## config.mk

```make
export PLATFORM = sky130hd
export DESIGN_NAME = io_in_filter
export DESIGN_NICKNAME = d
export VERILOG_FILES = /design/src/rtl/io_in_filter.sv
export SDC_FILE = /design/constraint.sdc
export NUM_CORES = 1
export LEC_CHECK = 0
export CAP_MARGIN = 10
export CORE_UTILIZATION = 50
export DETAILED_ROUTE_END_ITERATION = 8
export PLACE_DENSITY = 0.76
export SYNTH_ARGS = -nofsm -noshare
export SYNTH_HDL_FRONTEND = slang
export SYNTH_SLANG_ARGS = --single-unit
export TNS_END_PERCENT = 1
```

## constraint.sdc

```tcl
create_clock -name CLK -period 2.1 [get_ports CLK]
set_clock_uncertainty 0.1 [all_clocks]
set_input_delay 0.42 -clock CLK [delete_from_list [all_inputs] [get_ports CLK]]
set_output_delay 0.42 -clock CLK [all_outputs]
set_load 0.03 [all_outputs]
```

## src/rtl/io_in_filter.sv

```systemverilog
// io_in_filter: sample strobe for the upstream input registers, resync of their Q, per-bit debounce.
// Latency: D change to Q/RISE/FALL is SYNC_STAGES + STABLE_COUNT clocks at PRESCALE=1 (scales with strobe cadence).
// Backpressure: none; free-running pipeline, EN only gates the sample strobe (ticks in flight still land).
module io_in_filter #(
    parameter int               WIDTH        = 4,
    parameter int               SYNC_STAGES  = 2,
    parameter int               PRESCALE     = 1,
    parameter int               STABLE_COUNT = 4,
    parameter logic [WIDTH-1:0] RESET_VALUE  = '0
) (
    input  logic             CLK,
    input  logic             RSTN,
    input  logic             EN,
    input  logic [WIDTH-1:0] D,
    output logic             SP,
    output logic [WIDTH-1:0] Q,
    output logic [WIDTH-1:0] RISE,
    output logic [WIDTH-1:0] FALL,
    output logic             CHANGED
);

    localparam int PW = (PRESCALE > 1) ? $clog2(PRESCALE) : 1;
    localparam int CW = (STABLE_COUNT > 1) ? $clog2(STABLE_COUNT) : 1;
    localparam logic [PW-1:0] PRE_LAST    = PW'(PRESCALE - 1);
    localparam logic [CW-1:0] STABLE_LAST = CW'(STABLE_COUNT - 1);

    logic [PW-1:0]          pre_cnt;
    logic [WIDTH-1:0]       sync_q [SYNC_STAGES];
    logic [SYNC_STAGES:0]   tick_pipe;
    logic [WIDTH-1:0]       s_lvl;
    logic                   tick;

    logic [CW-1:0]          cnt_q [WIDTH];
    logic [CW-1:0]          cnt_d [WIDTH];
    logic [WIDTH-1:0]       q_d;
    logic [WIDTH-1:0]       rise_d;
    logic [WIDTH-1:0]       fall_d;

    assign s_lvl = sync_q[SYNC_STAGES-1];
    assign tick  = tick_pipe[SYNC_STAGES];

    // Prescaler: one-cycle SP every PRESCALE enabled clocks; dropping EN restarts the cadence.
    always_ff @(posedge CLK or negedge RSTN) begin
        if (!RSTN) begin
            pre_cnt <= '0;
            SP      <= 1'b0;
        end else if (EN) begin
            SP      <= (pre_cnt == PRE_LAST);
            pre_cnt <= (pre_cnt == PRE_LAST) ? '0 : pre_cnt + 1'b1;
        end else begin
            pre_cnt <= '0;
            SP      <= 1'b0;
        end
    end

    // Resync chain on the I/O register outputs; shifts every clock independent of EN.
    always_ff @(posedge CLK or negedge RSTN) begin
        if (!RSTN) begin
            for (int j = 0; j < SYNC_STAGES; j++) begin
                sync_q[j] <= RESET_VALUE;
            end
        end else begin
            sync_q[0] <= D;
            for (int j = 1; j < SYNC_STAGES; j++) begin
                sync_q[j] <= sync_q[j-1];
            end
        end
    end

    // Delay SP so tick lines up with the first cycle the strobed sample is visible at s_lvl.
    always_ff @(posedge CLK or negedge RSTN) begin
        if (!RSTN) begin
            tick_pipe <= '0;
        end else begin
            tick_pipe <= {tick_pipe[SYNC_STAGES-1:0], SP};
        end
    end

    // Per-bit stability counters: count consecutive differing ticks, toggle Q on the last one.
    always_comb begin
        q_d    = Q;
        rise_d = '0;
        fall_d = '0;
        for (int i = 0; i < WIDTH; i++) begin
            cnt_d[i] = cnt_q[i];
        end
        if (tick) begin
            for (int i = 0; i < WIDTH; i++) begin
                if (s_lvl[i] == Q[i]) begin
                    cnt_d[i] = '0;
                end else if (cnt_q[i] != STABLE_LAST) begin
                    cnt_d[i] = cnt_q[i] + 1'b1;
                end else begin
                    cnt_d[i]  = '0;
                    q_d[i]    = ~Q[i];
                    rise_d[i] = ~Q[i];
                    fall_d[i] = Q[i];
                end
            end
        end
    end

    // Filter state and registered level/edge outputs; reset drops any partial count silently.
    always_ff @(posedge CLK or negedge RSTN) begin
        if (!RSTN) begin
            Q       <= RESET_VALUE;
            RISE    <= '0;
            FALL    <= '0;
            CHANGED <= 1'b0;
            for (int i = 0; i < WIDTH; i++) begin
                cnt_q[i] <= '0;
            end
        end else begin
            Q       <= q_d;
            RISE    <= rise_d;
            FALL    <= fall_d;
            CHANGED <= |(rise_d | fall_d);
            for (int i = 0; i < WIDTH; i++) begin
                cnt_q[i] <= cnt_d[i];
            end
        end
    end

endmodule

```

* Yosys cells after proc, flatten, opt, wreduce, memory -nomap -nowiden
Cells that the tools add are included.
** Word-level totals
- Memory bits (writable) :: 0
- Input bits :: 7
- Memories kept :: 0
- Flip-flop bits (word level) :: 34
- Latch bits :: 0
- Output and inout port bits :: 14
- Logic and storage cells :: 77
- ROM bits :: 0
** Cells by class
- Mux-type cells :: 29
- Equality and inequality tests :: 8
- Shift operators :: 0
- Div/mod/pow operators :: 0
- $mul :: 0
- $add $sub $neg :: 5
- Bitwise logic cells :: 14
- Reductions and logical operators :: 5
- $lt $le $gt $ge :: 0
** Operator list (number)
- 1-bit 2-to-1 mux :: 19
- 2-bit 2-to-1 mux :: 8
- 1-bit NOT :: 13
- 3-bit AND reduction :: 4
- 2-bit by 1-bit adder with 2-bit output, second input constant :: 4
- 4-bit 2-to-1 mux :: 2
- 2-bit inequality test, second input constant :: 4
- 1-bit == test :: 4
- 4-bit bitwise OR :: 1
- 4-bit OR reduction :: 1
- 1-bit adder, second input constant :: 1

* Depth between registers and ports, before layout
Gate-level depths: netlist of the first run.
- Depth after elaboration :: 6
- Depth in mapped cells :: 4

* Worst setup path after synthesis of the first run
OpenSTA, ideal clock, no wires.
- Path kind :: register to register
- Start :: register Q[0]
- End :: register CHANGED
- Period minus slack after synthesis :: 1.679 ns
- Required time :: 1.861 ns
- Path slack :: 0.421 ns
- Setup time :: 0.139 ns
- Cell stages (with the launch flop) :: 4
- Arrival :: 1.440 ns
- Cell sequence :: dfrtp_1 > xor2_1 > and3_4 > or4_4
** Between the ends
- Word-level cells in the longest chain between the ends :: 6
- Elaborated cells on any way between the ends :: 10
- Those cells by class :: eq/ne (1); mux (6); bitwise (2); reduce/logical (1)
** Ends and longest elaborated chain
- from (decl) :: RTL line 16 : output logic [WIDTH-1:0] Q,
- from (signal assigned) :: RTL line 114 : Q <= q_d;
- 1-bit NOT :: RTL line 96 : rise_d[i] = ~Q[i];
- 1-bit 2-to-1 mux :: RTL line 91 : end else if (cnt_q[i] != STABLE_LAST) begin
- 1-bit 2-to-1 mux :: RTL line 89 : if (s_lvl[i] == Q[i]) begin
- 4-bit 2-to-1 mux :: RTL line 87 : if (tick) begin
- 4-bit bitwise OR * :: RTL line 117 : CHANGED <= |(rise_d | fall_d);
- 4-bit OR reduction * :: RTL line 117
- to (signal assigned) :: RTL line 117
- to (decl) :: RTL line 19 : output logic CHANGED
Every way passes the cells marked *; elsewhere a longest branch is shown, timed or not.
A chain may end at the register's enable or synchronous reset.

* Worst setup path in the final report of the first run
- Start :: register Q[0]
- End :: output port Q[0]
No word-level cell between the ends.

==> run metrics, run 1 <==
status finished, final reports clean; wire per inst 11.51 µm; standard cell core area 2212 µm²; share of power burned in combinational logic 26.9%; total power consumption of the routed design 1.747 mW; proportion of layout cells with a drive suffix above 1 12.17%; effective utilization at floorplan 53.39%; die area 2561 µm²; total count of max-transition violations in the final report 0; final setup violating endpoints 0; overall via count from detail_route 699; antenna viol nets, final 0; slew at the pin closest to its max-slew limit 0.5176 ns; clock latency at the later pin of the worst-skew pair 0.33 ns; register bit count reported by yosys 33; unrepaired setup endpoints after global routing false; Worst EP arrival 1.47 ns; DRC violation total after the first TritonRoute iteration 6; GRT Resource Usage Total 16.22%; Post-Synthesis Mean Instance Area 13.42 µm²; global-route wire length before repair 2870 µm; CTS H-tree depth 2; placer's final routability congestion estimate 0.6682; vias in the first global route 639; Mapped Nets 99; post-synthesis xor/xnor area fraction 5.932%; Critical Path Fanout Max 5; max_cap viols 0; startpoint class of the critical path flop; drt first pass iters 4; switching fraction of total power 32.73%; DRC violation count after routing 0; commonest cells after routing, fill and taps aside 33 x sky130_fd_sc_hd__dfrtp_1, 20 x sky130_fd_sc_hd__clkdlybuf4s50_1, 8 x sky130_fd_sc_hd__xor2_1, 8 x sky130_fd_sc_hd__inv_1, 8 x sky130_fd_sc_hd__nand3_1; synthesized cell area 1181 µm²; count of port buffers added during placement 20; Post-Layout Inst Area 1486 µm²; kind of end point of the critical path output pin; maximum clock frequency 502.1 MHz; portion of total power attributed to the clock network 22.7%; worst slack after detailed placement 0.4635 ns; Gate Count Post-Synth 88; number of hold violations in the final report 0; largest incremental delay on the critical path 0.70 ns; warning count from the yosys run 0; Worst path top cell family by delay buffers and inverters; library cell contributing the largest single delay on the critical path sky130_fd_sc_hd__clkdlybuf4s50_1; maximum count of clock buffers along a single path 2; height of the die 50.61 µm; PD cells 1175 nW/µm²; total inserted antenna cells 0; layout filler cell count 185; Clock Sinks 33; Internal Dissipation 1.175 mW; final-stage net count 125; sequential area share after synthesis 69.92%; most frequent standard cell in the layout excluding fill and tap cells sky130_fd_sc_hd__dfrtp_1; vias per inst 4.888; Routed WL 1646 µm; cts hold-fix bufs 0; worst setup path category flop to output pin; post_cts resized 0; distinct cell type count of the synthesized netlist 17; tightest hold margin 0.2552 ns; synthesized-area fraction occupied by ao, oa, aoi and oai cells 3.390%; post-synthesis mux area share 0%; arithmetic-cell share of the synthesized area counting full adders, half adders and majority gates 4.237%; net switching power of the design 571.7 µW; list of cells traversed by the critical path clkdlybuf4s50_1; HPWL Detailed 1116 µm; CTS Root Cell sky130_fd_sc_hd__clkbuf_4; setup bufs post-CTS 0; worst relative slew slack 65.49%; clock tree from TritonCTS built; # rows 17; Leakage Power 0.7318 nW; worst setup margin 0.1084 ns; Clk pin slew, worst setup/hold paths 0.09 ns; shortest period the worst path allows 1.992 ns; simple-gate portion of the synthesized area 13.35%; final cycle utilization of the critical path 94.84%; CP bufs+invs 1; number of buffers added by the clock tree synthesis step 5; total overflow reported by the global router 0; largest net degree at the start of global routing 34; width of the die 50.61 µm; area added between synthesis and finish 25.85%; top-level I/O count 21; post-detailed-placement cell area 1416 µm²; number of antenna violations at the first check in global routing 0; Hold Crit Class flop to flop; Required @ worst endpoint 1.58 ns; part of the power in registers 50.4%; setup tns final 0 ns; IR drop worst, VDD 0.6480 mV; combinational family with the most area after synthesis simple AND/OR/NAND/NOR gates
[power groups by stage]
| stage | combinational [mW] | sequential, mW | clock (mW) |
|---|---|---|---|
| after floorplan | 0.224 | 0.960 | 0 |
| after global placement | 0.453 | 0.877 | 0 |
| after detailed placement | 0.474 | 0.894 | 0 |
| after CTS | 0.477 | 0.882 | 0.408 |
| after global routing | 0.528 | 0.904 | 0.441 |
| final | 0.470 | 0.880 | 0.397 |
[sequential cells by signal (all words and copies together) (netlist names)]
name / cells
s_lvl: 4
SP: 1
tick_pipe: 3
Q: 4
cnt_q: 8
sync_q: 4
FALL: 4
CHANGED: 1
RISE: 4
[path summary, 6_finish.rpt]
check | startpoint | slack, ns | end | cells after the start
worst min-delay path | tick_pipe[1] | 0.26 | tick_pipe[2] | 0
max in group asynchronous | RSTN | 1.24 | Q[0] | 2
worst max register to register | Q[0] | 0.49 | CHANGED | 3
min in group asynchronous | RSTN | 0.37 | s_lvl[0] | 2
worst max-delay path | Q[0] | 0.11 | Q[0] | 1
worst min register to register | tick_pipe[1] | 0.26 | tick_pipe[2] | 0
[Yosys cell counts, drive strengths merged]
library cell / instances / area share, %
and2: 4 / 2.2
and2b: 3 / 2.0
and3: 4 / 3.0
clkbuf: 2 / 0.64
dfrtp: 33 / 70
ha: 4 / 4.2
inv: 8 / 2.5
nand3: 8 / 3.4
nor2: 4 / 1.3
nor2b: 1 / 0.53
o21ai: 8 / 3.4
or4: 1 / 0.95
xor2: 8 / 5.9
[logic make-up (layout without fill, tap and decap cells)]
| group | Yosys count | after routing |
|---|---|---|
| AO/OA/AOI/OAI | 8 | 8 |
| XOR/XNOR | 8 | 8 |
| adder cells (fa/ha/maj) | 4 | 4 |
| buffers and inverters | 10 | 37 |
| flip-flops | 33 | 33 |
| AND/OR/NAND/NOR | 25 | 25 |
[layer usage]
metal	global-route usage, %	vias to the layer above	wire length, µm
met1	20.62	339	729
met5	0	-	0
li1	-	333	-
met4	8.333	0	33
met3	7.576	6	101
met2	23.11	21	781
[metrics by stage]
step                      cells  util, %
final                       143    67.19
after global routing        143    67.19
after CTS                   143    67.19
after detailed placement    135    64.03
after global placement      135    64.03
after floorplan              88        -
[area by class of cell]
type / instances / area, µm² / share of cell area, %
Clock buffer: 7 / 65.06 / 4.377
Multi-Input combinational cell: 45 / 317.8 / 21.38
Tap cell: 28 / 35.03 / 2.357
Inverter: 8 / 30.03 / 2.020
Sequential cell: 33 / 825.8 / 55.56
Clock inverter: 1 / 5.005 / 0.3367
Timing Repair Buffer: 21 / 207.7 / 13.97
No activity file was read; power rests on OpenSTA's default activity.
==> run 2: changes to the inputs <==
CORE_UTILIZATION = 40   (was 50)
PLACE_DENSITY = default   (was 0.76)
SLEW_MARGIN = 30   (was default)
==> run metrics, run 2 (synthesis results as in run 1) <==
vias per inst 4.692 (was 4.888); overall via count from detail_route 685 (was 699); number of antenna violations at the first check in global routing 0 (unchanged); maximum count of clock buffers along a single path 2 (unchanged); end of the worst hold path s_lvl[2] (was tick_pipe[2]); layout filler cell count 270 (was 185); GRT Resource Usage Total 13.91% (was 16.22%); status finished, final reports clean (unchanged); setup bufs post-CTS 0 (unchanged); total inserted antenna cells 0 (unchanged); kind of end point of the critical path output pin (unchanged); Critical Path Fanout Max 5 (unchanged); Worst R2R Setup Slack 0.52 ns (was 0.49 ns); most frequent standard cell in the layout excluding fill and tap cells sky130_fd_sc_hd__dfrtp_1 (unchanged); register name with the most flops cnt_q (unchanged); # rows 19 (was 17); wire per inst 11.84 µm (was 11.51 µm); shortest period the worst path allows 1.984 ns (was 1.992 ns); commonest cells after routing, fill and taps aside 33 x sky130_fd_sc_hd__dfrtp_1, 20 x sky130_fd_sc_hd__clkdlybuf4s50_1, 8 x sky130_fd_sc_hd__xor2_1, 8 x sky130_fd_sc_hd__inv_1, 8 x sky130_fd_sc_hd__nand3_1 (unchanged); largest incremental delay on the critical path 0.70 ns (about the same); width of the die 56.34 µm (was 50.61 µm); cts hold-fix bufs 0 (unchanged); clock latency at the later pin of the worst-skew pair 0.32 ns (was 0.33 ns); final cycle utilization of the critical path 94.47% (was 94.84%); worst setup path category flop to output pin (unchanged); effective utilization at floorplan 42.47% (was 53.39%); antenna viol nets, final 0 (unchanged); Leakage Power 0.7225 nW (was 0.7318 nW); largest net degree at the start of global routing 34 (unchanged); vias in the first global route 735 (was 639); library cell contributing the largest single delay on the critical path sky130_fd_sc_hd__clkdlybuf4s50_1 (unchanged); Clock Sinks 33 (unchanged); Clk pin slew, worst setup/hold paths 0.10 ns (was 0.09 ns); slew at the pin closest to its max-slew limit 0.5149 ns (was 0.5176 ns); area occupied by registers 825.8 µm² (unchanged); top-level I/O count 21 (unchanged); startpoint class of the critical path flop (unchanged); HPWL Detailed 1177 µm (was 1116 µm); number of buffers added by the clock tree synthesis step 5 (unchanged); final-stage net count 125 (unchanged); maximum clock frequency 504.1 MHz (was 502.1 MHz); height of the die 56.34 µm (was 50.61 µm); Worst EP arrival 1.46 ns (was 1.47 ns); CTS H-tree depth 2 (unchanged); IR drop worst, VDD 0.7269 mV (was 0.6480 mV); drt first pass iters 3 (was 4); worst relative slew slack 65.67% (was 65.49%); CP bufs+invs 1 (unchanged); reg-to-reg critical path startpoint Q[2] (was Q[0]); cells on worst reg2reg path 3 (unchanged); setup tns final 0 ns (unchanged); instance count along the most critical hold path 0 (unchanged); unrepaired setup endpoints after global routing false (unchanged); Hold Crit Class flop to flop (unchanged); Worst path top cell family by delay buffers and inverters (unchanged); Placed Instances 138 (was 135); post_cts resized 0 (unchanged); standard cell core area 2781 µm² (was 2212 µm²); PD cells 1133 nW/µm² (was 1175 nW/µm²); area added between synthesis and finish 24.58% (was 25.85%); total count of max-transition violations in the final report 0 (unchanged); number of hold violations in the final report 0 (unchanged); post-route non-filler standard cell count 146 (was 143); Critical R2R Capture CHANGED (unchanged); number of flip-flops in the largest register 8 (unchanged); clock tree from TritonCTS built (unchanged); HP Start sync_q[6] (was tick_pipe[1]); area occupied by multi-input gates 317.8 µm² (unchanged); list of cells traversed by the critical path clkdlybuf4s50_1 (unchanged); final setup violating endpoints 0 (unchanged); count of port buffers added during placement 20 (unchanged); DRC violation count after routing 0 (unchanged); Routed WL 1729 µm (was 1646 µm); placer's final routability congestion estimate 0.6518 (was 0.6682); max_cap viols 0 (unchanged); total overflow reported by the global router 0 (unchanged); die area 3174 µm² (was 2561 µm²); DRC violation total after the first TritonRoute iteration 17 (was 6); global-route wire length before repair 3194 µm (was 2870 µm); proportion of layout cells with a drive suffix above 1 11.30% (was 12.17%); CTS Root Cell sky130_fd_sc_hd__clkbuf_4 (unchanged); Required @ worst endpoint 1.58 ns (about the same)
run 2: changes by cell type in the layout (fill, tap and decap cells not counted):
cell | before | now
sky130_fd_sc_hd__clkbuf_8 | 2 | 0
sky130_fd_sc_hd__clkbuf_1 | 0 | 1
sky130_fd_sc_hd__clkinv_2 | 1 | 2
run 2: report_power, final:
part | total, mW | internal, mW | switching [mW]
clock | 0.326 | 0.127 | 0.199
combinational | 0.464 | 0.215 | 0.249
sequential | 0.877 | 0.766 | 0.110
total | 1.67 | 1.11 | 0.558
run 2: worst max-delay path by stage:
stage,from,endpoint,slack (ns),cells after the start
3_3_place_gp,Q[3],Q[3],0.49,1
3_5_place_dp,Q[2],Q[2],0.48,1
4_1_cts,Q[3],Q[3],0.09,1
6_report,Q[3],Q[3],0.12,1
5_1_grt,Q[2],Q[2],0.02,1
2_1_floorplan,Q[0],CHANGED,0.42,3
run 2: metal layers:
metal / track usage (%) / wire length, µm / vias up
li1: - / - / 333
met4: 6.272 / 10 / 0
met5: 0 / 0 / -
met3: 8.295 / 154 / 2
met2: 20.75 / 807 / 23
met1: 16.05 / 757 / 327
run 2: per-stage QoR:
step                worst slack, ns  cell area, µm²  total power, mW  util [%]  hold WS, ns
floorplan                    0.4214            1181            1.184         -      0.02441
global placement             0.4930            1420            1.340     51.06       0.2335
detailed placement           0.4759            1420            1.361     51.06       0.2370
CTS                         0.08895            1471            1.701     52.90       0.2519
global route                0.02298            1471            1.805     52.90       0.2743
finish                       0.1161            1471            1.667     52.90       0.2481
run 2: area by class of cell:
type | instances | share of cell area (%)
Clock inverter | 2 | 0.6803
Tap cell | 31 | 2.636
Sequential cell | 33 | 56.12
Clock buffer | 6 | 2.806
Timing Repair Buffer | 21 | 14.12
Inverter | 8 | 2.041
Multi-Input combinational cell | 45 | 21.60
